<file path="src/rtl/mcu0_intc.sv">
// Interrupt controller for mcu0: edge-detected IRQ lines plus abort/error requests,
// arbitrated into a single non-nesting request/accept/service handshake with the CPU.
module mcu0_intc #(
  parameter int NSRC = 4
) (
  input  logic            clock,
  input  logic            reset,
  input  logic [NSRC-1:0] irq_in,
  input  logic            abort_in,
  input  logic            error_in,
  input  logic [2:0]      tick,
  input  logic            iret,
  input  logic            cfg_we,
  input  logic [1:0]      cfg_addr,
  input  logic [7:0]      cfg_wdata,
  output logic [7:0]      cfg_rdata,
  output logic [2:0]      itype,
  output logic [2:0]      irq_id,
  output logic            busy
);

  typedef enum logic [1:0] {
    IDLE    = 2'b00,
    REQ     = 2'b01,
    SERVICE = 2'b10
  } state_t;

  localparam logic [2:0] K_EXE = 3'b000;
  localparam logic [2:0] K_ABT = 3'b010;
  localparam logic [2:0] K_IRQ = 3'b011;
  localparam logic [2:0] K_ERR = 3'b100;
  // Source bits are kept 8 wide internally; bits at or above NSRC are tied to zero.
  localparam logic [7:0] SRC_MASK = 8'((9'd1 << NSRC) - 9'd1);

  state_t     state_q, state_d;
  logic [2:0] kind_q, kind_d;
  logic [2:0] win_q, win_d;
  logic [2:0] irq_id_q, irq_id_d;
  logic       busy_q, busy_d;
  logic [7:0] en_q, en_d;
  logic [7:0] pend_q, pend_d;
  logic [7:0] prev_q, prev_d;
  logic       abt_q, abt_d;
  logic       err_q, err_d;

  logic [7:0] irq_ext;
  logic [7:0] edge_set;
  logic [7:0] pend_clr;
  logic [7:0] req_vec;
  logic [2:0] win_idx;
  logic       abt_clr;
  logic       err_clr;

  assign irq_ext  = 8'(irq_in);
  assign edge_set = irq_ext & ~prev_q & SRC_MASK;
  assign req_vec  = pend_q & en_q;

  always_comb begin
    win_idx = 3'd0;
    for (int i = 7; i >= 0; i--) begin
      if (req_vec[i]) win_idx = 3'(i);
    end
  end

  always_comb begin
    state_d  = state_q;
    kind_d   = kind_q;
    win_d    = win_q;
    irq_id_d = irq_id_q;
    busy_d   = busy_q;
    en_d     = en_q;
    prev_d   = irq_ext & SRC_MASK;
    pend_clr = 8'h00;
    abt_clr  = 1'b0;
    err_clr  = 1'b0;

    if (cfg_we) begin
      case (cfg_addr)
        2'd0:    en_d     = cfg_wdata & SRC_MASK;
        2'd1:    pend_clr = cfg_wdata & SRC_MASK;
        default: ;
      endcase
    end

    case (state_q)
      IDLE: begin
        if (err_q) begin
          kind_d  = K_ERR;
          state_d = REQ;
        end else if (abt_q) begin
          kind_d  = K_ABT;
          state_d = REQ;
        end else if (|req_vec) begin
          kind_d  = K_IRQ;
          win_d   = win_idx;
          state_d = REQ;
        end
      end
      REQ: begin
        // Winner and kind stay frozen until the CPU reaches an instruction boundary.
        if (tick == 3'd0) begin
          state_d = SERVICE;
          busy_d  = 1'b1;
          case (kind_q)
            K_ERR:   err_clr = 1'b1;
            K_ABT:   abt_clr = 1'b1;
            default: begin
              pend_clr[win_q] = 1'b1;
              irq_id_d        = win_q;
            end
          endcase
        end
      end
      SERVICE: begin
        if (iret) begin
          busy_d  = 1'b0;
          state_d = IDLE;
        end
      end
      default: state_d = IDLE;
    endcase

    // New set events take precedence over any clear in the same cycle.
    pend_d = (pend_q & ~pend_clr) | edge_set;
    abt_d  = (abt_q & ~abt_clr) | abort_in;
    err_d  = (err_q & ~err_clr) | error_in;
  end

  always_ff @(posedge clock or negedge reset) begin
    if (!reset) begin
      state_q  <= IDLE;
      kind_q   <= K_EXE;
      win_q    <= 3'd0;
      irq_id_q <= 3'd0;
      busy_q   <= 1'b0;
      en_q     <= 8'h00;
      pend_q   <= 8'h00;
      prev_q   <= 8'h00;
      abt_q    <= 1'b0;
      err_q    <= 1'b0;
    end else begin
      state_q  <= state_d;
      kind_q   <= kind_d;
      win_q    <= win_d;
      irq_id_q <= irq_id_d;
      busy_q   <= busy_d;
      en_q     <= en_d;
      pend_q   <= pend_d;
      prev_q   <= prev_d;
      abt_q    <= abt_d;
      err_q    <= err_d;
    end
  end

  always_comb begin
    cfg_rdata = 8'h00;
    case (cfg_addr)
      2'd0:    cfg_rdata = en_q;
      2'd1:    cfg_rdata = pend_q;
      2'd2:    cfg_rdata = {3'b000, busy_q, err_q, abt_q, state_q};
      default: cfg_rdata = 8'h00;
    endcase
  end

  assign itype  = (state_q == REQ) ? kind_q : K_EXE;
  assign irq_id = irq_id_q;
  assign busy   = busy_q;

endmodule

</file>
<file path="config.mk">
export PLATFORM = sky130hd
export DESIGN_NAME = mcu0_intc
export DESIGN_NICKNAME = d
export VERILOG_FILES = /design/src/rtl/mcu0_intc.sv
export SDC_FILE = /design/constraint.sdc
export NUM_CORES = 1
export LEC_CHECK = 0
export BUFFER_PORTS_ARGS = -buffer_cell sky130_fd_sc_hd__buf_2
export CAP_MARGIN = 40
export CORE_MARGIN = 5
export CORE_UTILIZATION = 50
export CTS_CLUSTER_DIAMETER = 50
export DETAILED_ROUTE_END_ITERATION = 12
export GPL_TIMING_DRIVEN = 0
export PLACE_DENSITY = 0.79
export SETUP_SLACK_MARGIN = 0.05
export SLEW_MARGIN = 25
export SYNTH_ARGS = -nofsm -noshare
export SYNTH_HDL_FRONTEND = slang
export SYNTH_SLANG_ARGS = --single-unit
</file>
<file path="constraint.sdc">
create_clock -name clock -period 2.7 [get_ports clock]
set_input_delay 0.27 -clock clock [delete_from_list [all_inputs] [get_ports clock]]
set_output_delay 0.27 -clock clock [all_outputs]
set_load 0.02 [all_outputs]
</file>
==> results.cfg <==
[status]
status = complete, no violations

[detailed_routing]
wire_per_inst_um = 14.4
firstDrtPassIters = 4
route.detailed.drc = 0
drt-vias-per-instance = 5.47
drt_iter0_drc = 33
postRouteWirelength_um = 2480
num_vias = 941
final_antenna_net_count = 0

[power]
powerDensity_nw_per_um2 = 719
p_int_mw = 0.651
switching_power_mw = 0.363
switching_share_pct = 35.8
power.share.clock_pct = 18.3
ir_drop_mv = 0.568
power_frac_seq_pct = 48.4
p_comb_share_pct = 33.3
p_leak_nw = 0.655

[sta]
rsz0062_at_grt = no
slew_viol_final = 0
worst_hold_slack_ps = 70.3
fin_crit_ps = 1570
finalHoldViolations = 0
skew_ps = 8.33
slew_headroom_pct = 64.6
finalCritPeriodShare_pct = 58.3
setup_tns_ps = 0
worst_slew_pin_slew_ps = 531
finalSetupViolCount = 0
fmax_ghz = 0.635

[yosys]
synth-xor-area-share_pct = 0.744
synth_area_um2 = 1180
ys_seq_area_share_pct = 51.0
synth.avg_cell_area_um2 = 10.9
synth-compound-area-share_pct = 15.0
syn_inst = 108
synth.mux.area_fraction_pct = 10.1
synth_top_family_by_area = simple AND/OR/NAND/NOR gates
ys_types = 34
synth-simple-area-share_pct = 18.3
yosys_warnings = 0
synth_seq_cells = 24
synth_fa_ha_area_share_pct = 0

[min_path]
whs_endpoint = prev_q[2]
hp-class = primary input to flip-flop
min_path_cells = 1
worstHoldStart = irq_in[2]

[clock_tree]
cts.path.max_buffers = 2
htree_levels = 1
cts-root-buf = clkbuf_4
cts_buffers = 3
clk_pin_slew_worst_paths_ps = 130
numClockSinks = 24
cts_setup_buffers = 0
clock_latency_ps = 310
tritoncts = yes

[critical_path]
critPathArrivalTime_ps = 1300
worstPathRequired_ps = 2430
cp-start-kind = flip-flop
crit_fanout = 6
critPathKind = flip-flop to output pin
worstRegToRegCells = 4
end_kind = output pin
rr_endpoint = abt_q
rrSetupSlack_ps = 1210
r2r_start = state_q[1]

[global_routing]
grt_pass1_vias = 919
grt_pass1_wl_um = 4150
grt_overflow = 0
gr-usage-all-layers_pct = 15.4
antenna_found_initial = 0
grt_max_degree = 25

[place]
dp_hpwl_um = 1850
gp_congestion = 0.805
port-buffer-count = 28

[final_layout]
finalNetCount = 168
area_growth_pct = 19.8
layout-drive-gt1-share_pct = 31.3
diodes = 0

[floorplanning]
dieArea_um2 = 3430
die_h_um = 58.5
ioPinCount = 38
start_util_pct = 52.7
row_count = 17
core_area_um2 = 2230
fp.dieW_um = 58.5

[job]
cap_violations = 0
-- power by group through the flow --
stage	Combinational, mW	Sequential, mW	Clock [mW]
2_1_floorplan	0.229	0.490	0
3_3_place_gp	0.326	0.493	0
3_5_place_dp	0.335	0.496	0
4_1_cts	0.338	0.489	0.191
5_1_grt	0.378	0.503	0.201
6_report	0.337	0.491	0.186
-- worst max-delay path: stages, from the launching register on --
cell and delay [ps]:
dfrtp_1 450, or2b_1 280, nor2_1 90, buf_2 170
-- synth_stat cells --
cell       n  area, um^2
mux2_1     3        33.8
o21ai_0    8        40.0
buf_4      4        30.0
mux2i_1    4        40.0
nor3_1     1        5.00
dfrtp_1   24         601
and2_1     2        12.5
xnor2_1    1        8.76
nor3_2     2        20.0
inv_1      5        18.8
nand2b_1   1        6.26
and2b_1    1        7.51
conb_1     1        3.75
a21oi_1    7        35.0
o21ai_1    1        5.00
a22oi_1    1        7.51
o211a_2    1        10.0
a31o_1     1        8.76
a21o_1     2        15.0
or2_1      2        12.5
nand3b_1   2        15.0
or2b_1     1        7.51
nand2_1    8        30.0
nor3b_2    1        12.5
nor2_1     3        11.3
mux2_2     4        45.0
buf_2      1        5.00
nand4b_1   5        43.8
a32o_1     2        20.0
a32oi_1    1        8.76
or4_1      1        7.51
nor2b_1    3        18.8
nand3_1    1        5.00
a22o_1     3        26.3
-- final cells by class --
type                            count  area, um^2
Fill cell                         194         823
Sequential cell                    24         601
Multi-Input combinational cell     77         534
Timing Repair Buffer               29         150
Clock buffer                        4        36.3
Buffer                              5        35.0
Tap cell                           28        35.0
Inverter                            5        18.8
-- worst max path at each step --
stage	from	endpoint	slack, ps	depth (start not counted)
2_1_floorplan	state_q[1]	abt_q	1320	4
3_3_place_gp	state_q[1]	abt_q	1230	4
3_5_place_dp	state_q[1]	abt_q	1230	4
4_1_cts	state_q[1]	itype[1]	1110	3
5_1_grt	state_q[1]	itype[0]	1020	3
6_report	state_q[1]	itype[1]	1130	3
-- logic make-up after synthesis --
| family | after synthesis |
|---|---|
| and+or+nand+nor | 34 |
| AOI/OAI and AO/OA | 27 |
| DFF | 24 |
| muxes | 11 |
| buffers and inverters | 10 |
| xor gates and xnor gates | 1 |
| other | 1 |
-- stage by stage --
stage / cells / total power, mW / util (%) / area, um^2 / setup slack [ps]
3_3_place_gp: 167 / 0.819 / 61.1 / 1360 / 1230
2_1_floorplan: 111 / 0.719 / - / 1190 / 1320
6_report: 172 / 1.01 / 63.1 / 1410 / 1130
4_1_cts: 172 / 1.02 / 63.1 / 1410 / 1110
3_5_place_dp: 167 / 0.832 / 61.1 / 1360 / 1230
5_1_grt: 172 / 1.08 / 63.1 / 1410 / 1020
-- per-layer routing --
layer | part of all wire, % | wire [um] | track usage, %
met5 | 0 | 0 | 0
met4 | 0.44 | 11 | 3.31
met3 | 7.3 | 182 | 3.51
met2 | 46 | 1140 | 23.4
met1 | 46 | 1150 | 22.3
-- what timing repair did --
action,CTS,global route
hold buffers,1,0
endpoints found under the setup margin,0,0
hold endpoints to repair,24,0
resized for setup,0,0
-- placed cells by master (no fill, tap or decap), types with 4 or more instances in the layout --
master,count
buf_2,29
dfrtp_1,24
nand2_1,8
o21ai_0,8
a21oi_1,7
inv_1,5
nand4b_1,5
mux2i_1,4
mux2_2,4
buf_4,4
conb_1,4
-- registers in the layout, indices dropped and copies added (netlist names) --
name	cells
kind_q	3
en_q	4
irq_id	2
win_q	2
prev_q	4
busy	1
abt_q	1
state_q	2
err_q	1
pend_q	4
(Power assumes the default switching activity.)
